`config.mk`:
```
export PLATFORM = sky130hd
export DESIGN_NAME = dmem_dma_engine_flat
export DESIGN_NICKNAME = d
export VERILOG_FILES = /design/src/rtl/jam_pkg.sv /design/src/rtl/dmem_dma_engine_if.sv /design/src/rtl/dmem_dma_engine.sv /design/src/flat_wrapper.sv
export SDC_FILE = /design/constraint.sdc
export NUM_CORES = 1
export LEC_CHECK = 0
export BUFFER_PORTS_ARGS = -buffer_cell sky130_fd_sc_hd__buf_2
export CAP_MARGIN = 20
export CORE_AREA = 2 2 81 83
export DETAILED_ROUTE_END_ITERATION = 6
export DIE_AREA = 0 0 83 85
export PLACE_DENSITY = 0.69
export SYNTH_ARGS = -nofsm -noshare
export SYNTH_HDL_FRONTEND = slang
export SYNTH_SLANG_ARGS = --single-unit
```
`constraint.sdc`:
```
create_clock -name clk -period 1.47 [get_ports clk]
set_input_delay 0.294 -clock clk [delete_from_list [all_inputs] [get_ports clk]]
set_output_delay 0.294 -clock clk [all_outputs]
set_load 0.005 [all_outputs]
```
`src/rtl/jam_pkg.sv`:
```
// rtl/jam_pkg.sv - shared types and constants for the data RAM and its DMA engine
package jam_pkg;

    // Address/data widths shared by the data RAM and every initiator on its port.
    localparam int JAM_AW = 8;
    localparam int JAM_DW = 8;

    typedef enum logic [1:0] {
        IDLE  = 2'd0,
        READ  = 2'd1,
        WRITE = 2'd2,
        DONE  = 2'd3
    } dma_state_t;

    localparam logic DMA_MODE_COPY = 1'b0;
    localparam logic DMA_MODE_FILL = 1'b1;

endpackage

```
`src/rtl/dmem_dma_engine_if.sv`:
```
// rtl/dmem_dma_engine_if.sv - single-port data RAM bus (initiator = master, RAM = slave)
//
// Signals:
//   mem_addr     RAM byte address
//   mem_wr_data  write data
//   mem_write    write enable
//   mem_read     read enable
//   mem_rd_data  read data, combinational from mem_addr
interface dmem_dma_engine_if #(
    parameter int AW = jam_pkg::JAM_AW,
    parameter int DW = jam_pkg::JAM_DW
) ();

    logic [AW-1:0] mem_addr;
    logic [DW-1:0] mem_wr_data;
    logic          mem_write;
    logic          mem_read;
    logic [DW-1:0] mem_rd_data;

    modport master (
        output mem_addr,
        output mem_wr_data,
        output mem_write,
        output mem_read,
        input  mem_rd_data
    );

    modport slave (
        input  mem_addr,
        input  mem_wr_data,
        input  mem_write,
        input  mem_read,
        output mem_rd_data
    );

endinterface

```
`src/rtl/dmem_dma_engine.sv`:
```
// rtl/dmem_dma_engine.sv - byte-serial block copy/fill initiator for the data RAM
//
// Ports:
//   clk, rst     clock; asynchronous active-high reset aborts any transfer
//   start        one-cycle request, only looked at in IDLE
//   mode         0 = copy src->dst, 1 = fill dst with fill_val
//   src, dst     start addresses (src unused for fill)
//   len          byte count, 0 completes immediately with no RAM access
//   fill_val     fill byte
//   busy         high in every state except IDLE
//   done         one-cycle completion pulse
//   bus          master side of the data RAM port, owned while busy
module dmem_dma_engine
    import jam_pkg::*;
#(
    parameter int AW = JAM_AW,
    parameter int DW = JAM_DW
) (
    input  logic                  clk,
    input  logic                  rst,
    input  logic                  start,
    input  logic                  mode,
    input  logic [AW-1:0]         src,
    input  logic [AW-1:0]         dst,
    input  logic [AW-1:0]         len,
    input  logic [DW-1:0]         fill_val,
    output logic                  busy,
    output logic                  done,
    dmem_dma_engine_if.master     bus
);

    dma_state_t    state_q, state_d;
    logic [AW-1:0] src_q,   src_d;
    logic [AW-1:0] dst_q,   dst_d;
    logic [AW-1:0] cnt_q,   cnt_d;
    logic          mode_q,  mode_d;
    logic [DW-1:0] fill_q,  fill_d;
    logic [DW-1:0] data_q,  data_d;

    always_ff @(posedge clk or posedge rst) begin
        if (rst) begin
            state_q <= IDLE;
            src_q   <= '0;
            dst_q   <= '0;
            cnt_q   <= '0;
            mode_q  <= DMA_MODE_COPY;
            fill_q  <= '0;
            data_q  <= '0;
        end else begin
            state_q <= state_d;
            src_q   <= src_d;
            dst_q   <= dst_d;
            cnt_q   <= cnt_d;
            mode_q  <= mode_d;
            fill_q  <= fill_d;
            data_q  <= data_d;
        end
    end

    // Next state. Addresses simply wrap modulo 2^AW; overlapping copies are
    // deliberately ascending, so a dst just above src re-reads written bytes.
    always_comb begin
        state_d = state_q;
        src_d   = src_q;
        dst_d   = dst_q;
        cnt_d   = cnt_q;
        mode_d  = mode_q;
        fill_d  = fill_q;
        data_d  = data_q;

        case (state_q)
            IDLE: begin
                if (start) begin
                    src_d  = src;
                    dst_d  = dst;
                    cnt_d  = len;
                    mode_d = mode;
                    fill_d = fill_val;
                    if (len == '0) begin
                        state_d = DONE;
                    end else if (mode == DMA_MODE_FILL) begin
                        state_d = WRITE;
                    end else begin
                        state_d = READ;
                    end
                end
            end
            READ: begin
                data_d  = bus.mem_rd_data;
                src_d   = src_q + AW'(1);
                state_d = WRITE;
            end
            WRITE: begin
                dst_d = dst_q + AW'(1);
                cnt_d = cnt_q - AW'(1);
                if (cnt_q == AW'(1)) begin
                    state_d = DONE;
                end else if (mode_q == DMA_MODE_COPY) begin
                    state_d = READ;
                end else begin
                    state_d = WRITE;
                end
            end
            DONE: begin
                state_d = IDLE;
            end
            default: begin
                state_d = IDLE;
            end
        endcase
    end

    // Outputs depend only on registered state, so an asynchronous reset
    // clears them immediately and no input reaches an output combinationally.
    always_comb begin
        busy            = (state_q != IDLE);
        done            = (state_q == DONE);
        bus.mem_read    = 1'b0;
        bus.mem_write   = 1'b0;
        bus.mem_addr    = '0;
        bus.mem_wr_data = '0;

        case (state_q)
            READ: begin
                bus.mem_read = 1'b1;
                bus.mem_addr = src_q;
            end
            WRITE: begin
                bus.mem_write   = 1'b1;
                bus.mem_addr    = dst_q;
                bus.mem_wr_data = (mode_q == DMA_MODE_FILL) ? fill_q : data_q;
            end
            default: begin
            end
        endcase
    end

endmodule

```
`src/flat_wrapper.sv`:
```
// flat-port wrapper written by rule: the top's interface ports become plain ports
module dmem_dma_engine_flat import jam_pkg::*;
#(
    parameter int AW = JAM_AW,
    parameter int DW = JAM_DW
)
  (clk, rst, start, mode, src, dst, len, fill_val, busy, done, bus_mem_addr, bus_mem_wr_data, bus_mem_write, bus_mem_read, bus_mem_rd_data);
  dmem_dma_engine_if #(.AW(AW), .DW(DW)) bus_i ();
  input  logic clk;
  input  logic rst;
  input  logic start;
  input  logic mode;
  input  logic [AW-1:0] src;
  input  logic [AW-1:0] dst;
  input  logic [AW-1:0] len;
  input  logic [DW-1:0] fill_val;
  output logic busy;
  output logic done;
  output wire logic [$bits(bus_i.mem_addr)-1:0] bus_mem_addr;
  output wire logic [$bits(bus_i.mem_wr_data)-1:0] bus_mem_wr_data;
  output wire logic [$bits(bus_i.mem_write)-1:0] bus_mem_write;
  output wire logic [$bits(bus_i.mem_read)-1:0] bus_mem_read;
  input wire logic [$bits(bus_i.mem_rd_data)-1:0] bus_mem_rd_data;
  assign bus_mem_addr = bus_i.mem_addr;
  assign bus_mem_wr_data = bus_i.mem_wr_data;
  assign bus_mem_write = bus_i.mem_write;
  assign bus_mem_read = bus_i.mem_read;
  assign bus_i.mem_rd_data = bus_mem_rd_data;
  dmem_dma_engine #(.AW(AW), .DW(DW)) u_core (.clk(clk), .rst(rst), .start(start), .mode(mode), .src(src), .dst(dst), .len(len), .fill_val(fill_val), .busy(busy), .done(done), .bus(bus_i));
endmodule
```
Yosys cells after proc, flatten, opt, wreduce, memory -nomap -nowiden
Cells that the tools add are included.
{"block": "op_classes", "addsub": 3, "mul": 0, "n_div": 0, "n_lt_le_gt_ge": 0, "n_eq_ne": 5, "n_shift": 0, "muxes": 17, "bitwise": 0, "n_reduce_logical": 8}
{"op": "8-bit one-hot mux with 2 select lines", "count": 4}
{"op": "8-bit 2-to-1 mux", "count": 5}
{"op": "8-bit by 1-bit adder with 8-bit output, second input constant", "count": 2}
{"op": "2-bit 2-to-1 mux", "count": 5}
{"op": "8-bit by 1-bit equality test with 1-bit output, second input constant", "count": 1}
{"op": "8-bit zero test", "count": 1}
{"op": "2-bit one-hot mux with 4 select lines", "count": 1}
{"op": "8-bit by 1-bit subtractor with 8-bit output, second input constant", "count": 1}
{"op": "2-bit AND reduction", "count": 3}
{"op": "2-bit nonzero test", "count": 3}
{"op": "2-bit equality test, second input constant", "count": 2}
{"op": "2-bit by 1-bit equality test with 1-bit output, second input constant", "count": 1}
{"op": "2-bit zero test", "count": 1}
{"op": "1-bit 2-to-1 mux", "count": 2}
{"op": "2-bit != test, second input constant", "count": 1}
{"block": "word_totals", "reg_bits": 43, "latch_bits": 0, "ram_bits": 0, "rom_bits": 0, "in_bits": 44, "word_cells": 40, "n_memories": 0}

Depth between registers and ports, before layout
Gate-level depths: netlist (run 1).
{"block": "depth", "word_depth": 4, "depth_mapped": 8}

Worst setup path before layout (run 1)
OpenSTA, ideal clock, no wires.
{"block": "synth_path", "path_kind": "register to output", "startpoint": "register u_core.state_q[0]", "endpoint": "output port bus_mem_addr[5]", "arrival_ps": 1408, "path_slack_ps": -232, "stages_incl_launch_ff": 8, "cell_sequence": "dfrtp_1 -> inv_1 -> ha_1 -> buf_2 -> buf_2 -> buf_2 -> nand2_1 -> a21boi_0"}
{"block": "synth_via", "elab_chain_cells": 2, "elab_cells_between_ends": 3, "classes_between": "eq/ne (2); mux (1)"}
{"element": "start, declared", "line_no": "dmem_dma_engine.sv:32", "rtl": "dma_state_t state_q, state_d;"}
{"element": "start signal, assigned", "line_no": "dmem_dma_engine.sv:50", "rtl": "state_q <= state_d;"}
{"element": "2-bit equality test or 2-bit by 1-bit equality test with 1-bit output (tied branches)", "line_no": "dmem_dma_engine.sv:123", "rtl": "case (state_q)"}
{"element": "8-bit one-hot mux with 2 select lines *", "line_no": "dmem_dma_engine.sv:123"}
{"element": "end, declared", "line_no": "flat_wrapper.sv:19", "rtl": "output wire logic [$bits(bus_i.mem_addr)-1:0] bus_mem_addr;"}
Every way passes the cells marked *; elsewhere a longest branch is shown, timed or not.

Worst setup path after layout (run 1)
Ends and elaborated chain as after synthesis.

==> reports/qor.tcl, run 1 <==
set qor(vias_post_dr) 2793
set qor(drt_drc_violations_left) 0
set qor(total_power_w) 0.00984
set qor(synth.yosys.seq_area_share) 0.403
set qor(clock_tree_from_tritoncts) {built}
set qor(grt_util_met3) 0.0428
set qor(synth_top_flop_cell) {dfrtp_1}
set qor(violations_in_the_final_reports) {negative setup slack}
set qor(cpPeakStageDelay_ns) 0.47
set qor(syn_inst) 294
set qor(timing.final.hold_violations) 0
set qor(worst-path-buf-inv) 3
set qor(outcome) {complete, but fails checks}
set qor(timing.final.setup_violations) 44
set qor(regToRegStartpoint) {u_core.state_q[0]}
set qor(final_max_slew_viol_count) 0
set qor(numPortBuffers) 63
set qor(worst_slack_ns) -0.373
set qor(grt_use_total) 0.213
set qor(cells_along_the_critical_path) {inv_4 -> ha_4 -> buf_8 -> nand2_2 -> a21boi_2 -> buf_2}
set qor(worstSetupStartpointType) {register}
set qor(synth_area_leaders) {dfrtp_1 (40%), mux2_2 (7.6%), mux2i_1 (4.9%)}
set qor(post_drt_via_cell_ratio) 5.75
set qor(core_area_sq_um) 6200
set qor(final_nets) 460
set qor(synth_most_common_cell) {dfrtp_1}
set qor(place.gp.congestion) 0.805
set qor(synth.ff_latch_count) 43
set qor(synth.top_cells.by_count) {dfrtp_1 (43), a21oi_1 (25), nand2_1 (20)}
set qor(regToRegEndpoint) {u_core.dst_q[5]}
set qor(synth_cell_type_count) 43
set qor(postRouteAntennaNets) 0
set qor(finalCritPeriodShare) 1.25
set qor(num_antenna_cells) 0
set qor(crit_type) {reg -> out}
set qor(cts_htree_levels) 2
set qor(worstPathRequired_ns) 1.18
set qor(synth_fp_nets) 346
set qor(syn_area_per_cell_sq_um) 9.08
set qor(timing.fmax_ghz) 0.543
set qor(grt_start_max_net_pins) 44
set qor(unrepaired_setup_endpoints_after_global_routing) {true}
set qor(skew_ns) 0.00663
set qor(syn2layout_area_growth_pct) 55.7
set qor(final_layout_size_suffix_gt1_frac) 0.555
set qor(total_die_area_sq_um) 7060
set qor(boundaryPins) 64
set qor(clock_tree_sinks) 43
set qor(yosys_warnings) 0
set qor(worst_ir_drop_vdd_uv) 1310
set qor(cp_slowest_cell) {dfrtp_2}
set qor(numCtsBuffers) 5
set qor(grt-busiest-layer) {met2}
set qor(synth.largest_area_cell) {dfrtp_1}
set qor(max_cap_viol_count) 0
set qor(finalNonFillerCells) 486
set qor(first_iter_violations) 132
set qor(max-slew-margin-rel) 0.720
set qor(netlist_area_before_placement_sq_um) 2670
set qor(arrival_ns) 1.55
set qor(detail_route.wirelength_um) 8320
set qor(tightest_slew_ns) 0.416
set qor(yosys.area.top_type_share) 0.403
set qor(cellLeakagePower_nw) 1.86
set qor(overflow) 0
set qor(grt_pass1_vias) 2583
set qor(globalRouteMet2Util) 0.367
set qor(worstHoldPathType) {in -> async}
set qor(cts.reportedPaths.clkPinSlew_ns) 0.09
set qor(setup.reg_to_reg.worst_slack_ns) -0.31
set qor(dp_cells) 455
set qor(pwr_density_cell_nw_per_um2) 2370
set qor(grt_pass1_wl_um) 12300
set qor(synth_enable_flop_cells) 0
set qor(cts_buffer_depth) 2
set qor(clock-root-buffer) {clkbuf_8}
set qor(synth_async_sr_flop_share) 1.00
set qor(detail_route.wl_per_cell_um) 17.1
set qor(post-dp-hpwl_um) 5020
set qor(clock_insertion_delay_worst_skew_ns) 0.30
set qor(r2r_cells) 7
set qor(crit_path_end_kind) {primary output}
set qor(fp.dieH_um) 85
set qor(layout_min_cycle_time_ns) 1.84
set qor(firstDrtPassIters) 5
set qor(cpLargestDelayFamily) {flip-flops}
set qor(critPathMaxFanout) 8
set qor(chipWidth_um) 83
set qor(initial_utilization) 0.430
set qor(grt_antenna_before_repair) 0
set qor(grtUsageMet1) 0.270
set qor(floorplan.rows) 29
## through the flow
step / util / setup WS [ns] / cell area (sq um) / hold WS (ns) / TNS, ns
after global placement: 0.545 / -0.111 / 3380 / 0.373 / -1.67
final: 0.670 / -0.373 / 4160 / 0.0369 / -8.39
after CTS: 0.621 / -0.343 / 3850 / 0.0430 / -7.55
after floorplan: - / -0.0856 / 2780 / 0.444 / -0.446
after detailed placement: 0.545 / -0.160 / 3380 / 0.377 / -2.64
after global routing: 0.670 / -0.434 / 4160 / 0.0420 / -11.14
## state kept, by name, summed over array words and instances, names as in the netlist
register	flops
u_core.cnt_q	8
u_core.data_q	8
u_core.dst_q	8
u_core.fill_q	8
u_core.src_q	8
u_core.state_q	2
u_core.mode_q	1
## power breakdown
part	switching, W	internal, W	leakage [nW]
clock network	0.000438	0.000384	0.0474
registers	0.000719	0.00179	0.498
logic	0.00291	0.00360	1.31
total	0.00407	0.00577	1.86
## kinds of logic after synthesis
kind of cell	Yosys count	synth area share
DFF	43	0.403
xor gates and xnor gates	1	0.00328
buffers and inverters	34	0.0534
adders and majority gates	8	0.0375
and+or+nand+nor	94	0.187
AOI/OAI and AO/OA	83	0.192
muxes	31	0.125
## repair_timing
action	in CTS	in global routing
resized for setup	64	60
buffers inserted	14	7
cloned	2	1
pin swaps	16	22
endpoints found under the setup margin	53	53
hold buffers	0	0
## per-layer routing
metal | wire [um] | vias up
li1 | - | 1300
met3 | 537 | 23
met2 | 4100 | 133
met5 | 0 | -
met1 | 3490 | 1337
met4 | 188 | 0
## cell usage in the layout, fill, tap and decap left out, drive strengths merged, types with 3 or more instances in the layout
cell / instances
clkbuf: 7
buf: 126
and3: 7
a31oi: 9
nand2: 20
o22ai: 8
dfrtp: 43
inv: 14
nor2b: 15
o21ai: 19
nand3: 14
nor4: 4
nor2: 13
mux2i: 13
mux2: 18
a21oi: 25
nand2b: 8
nand4: 3
o32ai: 3
ha: 8
a22oi: 5
## tightest hold or removal path: cells and delay by family
kind	cells	cell delay, ns
buffers and inverters	3	0.42
## worst max path at each step
stage / startpoint / to / depth (start not counted)
6_report: u_core.state_q[0] / bus_mem_addr[5] / 6
5_1_grt: u_core.state_q[0] / bus_mem_addr[5] / 6
4_1_cts: u_core.state_q[0] / bus_mem_addr[6] / 6
3_5_place_dp: u_core.state_q[0] / u_core.src_q[6] / 7
3_3_place_gp: u_core.state_q[0] / u_core.cnt_q[4] / 6
2_1_floorplan: u_core.state_q[1] / u_core.dst_q[3] / 7
## area by class of cell
class                   instances  area (sq um)
clock inverters                 2          16.3
multi-input cells             217          1820
flip-flops and latches         43          1080
inverters                      14          57.6
clock buffers                   6          82.6
well taps                      77          96.3
repair buffers                127          1000
fillers                       463          2050
Note: power is estimated with default switching activity, not from simulation.
==> run 2, diff against run 1 <==
PLACE_DENSITY = unset   (was 0.69)
PLACE_DENSITY_LB_ADDON = 0.12   (was unset)
==> run 2 against run 1 <==
Net effect:
- the flow still finishes with violations (negative setup slack)
- power decreased by 2.6%
- via count down 4.7%
- critical path depth did not move
- clock skew is 0.0014 ns higher
- clock power grew 36%
- clock-buffer cell count shrank 1
- sequential share of layout area grew 0.49 points
- wire length is 6.6% lower
- highest routed layer unchanged
- global-route usage increased by 0.16 points
- largest power group unchanged
- first-iteration DRC count up 3.8%
- register-to-register slack improved by 0.03 ns
==> reports/qor.tcl, run 2 (synthesized netlist as in run 1, its figures left out) <==
set qor(fp.dieH_um) 85 ;# unchanged
set qor(final_common_cell) {buf_2} ;# unchanged
set qor(num_antenna_cells) 0 ;# unchanged
set qor(initial_utilization) 0.430 ;# unchanged
set qor(grt_pass1_vias) 2533 ;# was 2583
set qor(numPortBuffers) 63 ;# unchanged
set qor(cellLeakagePower_nw) 1.85 ;# was 1.86 nW
set qor(timing.final.hold_violations) 0 ;# unchanged
set qor(boundaryPins) 64 ;# unchanged
set qor(max-slew-margin-rel) 0.757 ;# was 0.720
set qor(numCtsBuffers) 5 ;# unchanged
set qor(vias_post_dr) 2662 ;# was 2793
set qor(floorplan.rows) 29 ;# unchanged
set qor(detail_route.wl_per_cell_um) 16.1 ;# was 17.1 um
set qor(worstSetupStartpointType) {register} ;# unchanged
set qor(grt_use_total) 0.215 ;# was 0.213
set qor(grt_antenna_before_repair) 0 ;# unchanged
set qor(crit_path_end_kind) {primary output} ;# unchanged
set qor(final_nets) 458 ;# was 460
set qor(total_die_area_sq_um) 7060 ;# unchanged
set qor(arrival_ns) 1.55 ;# about the same
set qor(ctsHoldBuffers) 0 ;# unchanged
set qor(worst_slack_ns) -0.371 ;# was -0.373 ns
set qor(pwr_density_cell_nw_per_um2) 2350 ;# was 2370 nW/um^2
set qor(grt_start_max_net_pins) 44 ;# unchanged
set qor(timing.final.setup_violations) 52 ;# was 44
set qor(post_drt_via_cell_ratio) 5.50 ;# was 5.75
set qor(overflow) 0 ;# unchanged
set qor(chipWidth_um) 83 ;# unchanged
set qor(outcome) {complete, but fails checks} ;# unchanged
set qor(clock_insertion_delay_worst_skew_ns) 0.30 ;# about the same
set qor(layout_min_cycle_time_ns) 1.84 ;# about the same
set qor(worst_ir_drop_vdd_uv) 999 ;# was 1310 uV
set qor(violations_in_the_final_reports) {negative setup slack} ;# unchanged
set qor(crit_type) {reg -> out} ;# unchanged
set qor(first_iter_violations) 137 ;# was 132
set qor(skew_ns) 0.00803 ;# was 0.00663 ns
set qor(cts_htree_levels) 2 ;# unchanged
set qor(cts.reportedPaths.clkPinSlew_ns) 0.09 ;# about the same
set qor(stdcell_area_sq_um) 4070 ;# was 4160 sq um
set qor(worstHoldPathType) {in -> async} ;# unchanged
set qor(clock_tree_from_tritoncts) {built} ;# unchanged
set qor(placement.cell_area_sq_um) 3420 ;# was 3380 sq um
set qor(detail_route.wirelength_um) 7780 ;# was 8320 um
set qor(firstDrtPassIters) 4 ;# was 5
set qor(unrepaired_setup_endpoints_after_global_routing) {true} ;# unchanged
set qor(timing.fmax_ghz) 0.543 ;# about the same
set qor(place.gp.congestion) 0.783 ;# was 0.805
set qor(final_layout_size_suffix_gt1_frac) 0.479 ;# was 0.555
set qor(postRouteAntennaNets) 0 ;# unchanged
set qor(drt_drc_violations_left) 0 ;# unchanged
set qor(worstPathRequired_ns) 1.18 ;# about the same
set qor(final_max_slew_viol_count) 0 ;# unchanged
set qor(cts_buffer_depth) 2 ;# unchanged
set qor(core_area_sq_um) 6200 ;# unchanged
set qor(final_core_utilization) 0.656 ;# was 0.670
set qor(syn2layout_area_growth_pct) 52.5 ;# was 55.7%
set qor(most-common-layout-cells) {buf_2 (60), dfrtp_1 (43), buf_4 (31)} ;# was buf_2 (61), dfrtp_1 (41), buf_4 (30)
set qor(finalCritPeriodShare) 1.25 ;# about the same
set qor(post-dp-hpwl_um) 5090 ;# was 5020 um
set qor(clock_tree_sinks) 43 ;# unchanged
set qor(clock-root-buffer) {clkbuf_8} ;# unchanged
set qor(grt_pass1_wl_um) 12300 ;# about the same
set qor(critPathMaxFanout) 5 ;# was 8
set qor(tightest_slew_ns) 0.362 ;# was 0.416 ns
set qor(max_cap_viol_count) 0 ;# unchanged
-- run 2: final timing paths --
check | endpoint | cells past startpoint | start | slack (ns)
max in group asynchronous | u_core.cnt_q[3] | 3 | rst | 1.21
setup reg to reg | u_core.dst_q[5] | 7 | u_core.state_q[0] | -0.28
hold reg to reg | u_core.fill_q[4] | 1 | u_core.fill_q[4] | 0.51
setup / recovery | bus_mem_addr[6] | 6 | u_core.state_q[0] | -0.37
min in group clk | u_core.fill_q[3] | 2 | fill_val[3] | 0.22
hold / removal | u_core.fill_q[3] | 3 | rst | 0.04
-- run 2: worst max-delay path, cell delays in order, from the launching register on --
cell and delay [ns]:
dfrtp_1 0.43, buf_6 0.14, ha_4 0.18, and2_4 0.14
a21oi_1 0.15, nor2b_1 0.07, buf_2 0.13
-- run 2: report_power, final --
group	switching, W	internal, W	leakage, nW
combinational	0.00269	0.00339	1.28
clock	0.000442	0.000678	0.0644
sequential	0.000596	0.00179	0.501
-- run 2: area by class of cell --
type / instances / area, sq um
Fill cell: 499 / 2130
Inverter: 14 / 57.6
Sequential cell: 43 / 1080
Clock buffer: 5 / 68.8
Clock inverter: 3 / 67.6
Tap cell: 77 / 96.3
Timing Repair Buffer: 124 / 996
Multi-Input combinational cell: 218 / 1710
-- run 2: per-layer routing --
layer | global-route usage | vias up | wire length (um)
met5 | 0 | - | 0
met4 | 0.0626 | 0 | 70
met3 | 0.0379 | 7 | 367
met2 | 0.372 | 82 | 3930
met1 | 0.276 | 1277 | 3410
li1 | - | 1296 | -
-- run 2: stage by stage --
step | total power, W | cells | setup slack (ns) | setup TNS [ns] | hold slack (ns)
5_1_grt | 0.0102 | 484 | -0.428 | -13.13 | 0.0607
3_5_place_dp | 0.00694 | 457 | -0.140 | -2.21 | 0.375
6_report | 0.00958 | 484 | -0.371 | -9.62 | 0.0424
4_1_cts | 0.00884 | 477 | -0.347 | -7.55 | 0.0428
2_1_floorplan | 0.00534 | 294 | -0.0856 | -0.446 | 0.444
3_3_place_gp | 0.00682 | 457 | -0.0876 | -1.27 | 0.377
-- run 2: what timing repair did --
item                                    CTS  global route
endpoints found under the setup margin   57            58
buffers inserted                         10             4
gates resized for setup                  45            33
cloned                                    3             3
pin swaps                                 4            14
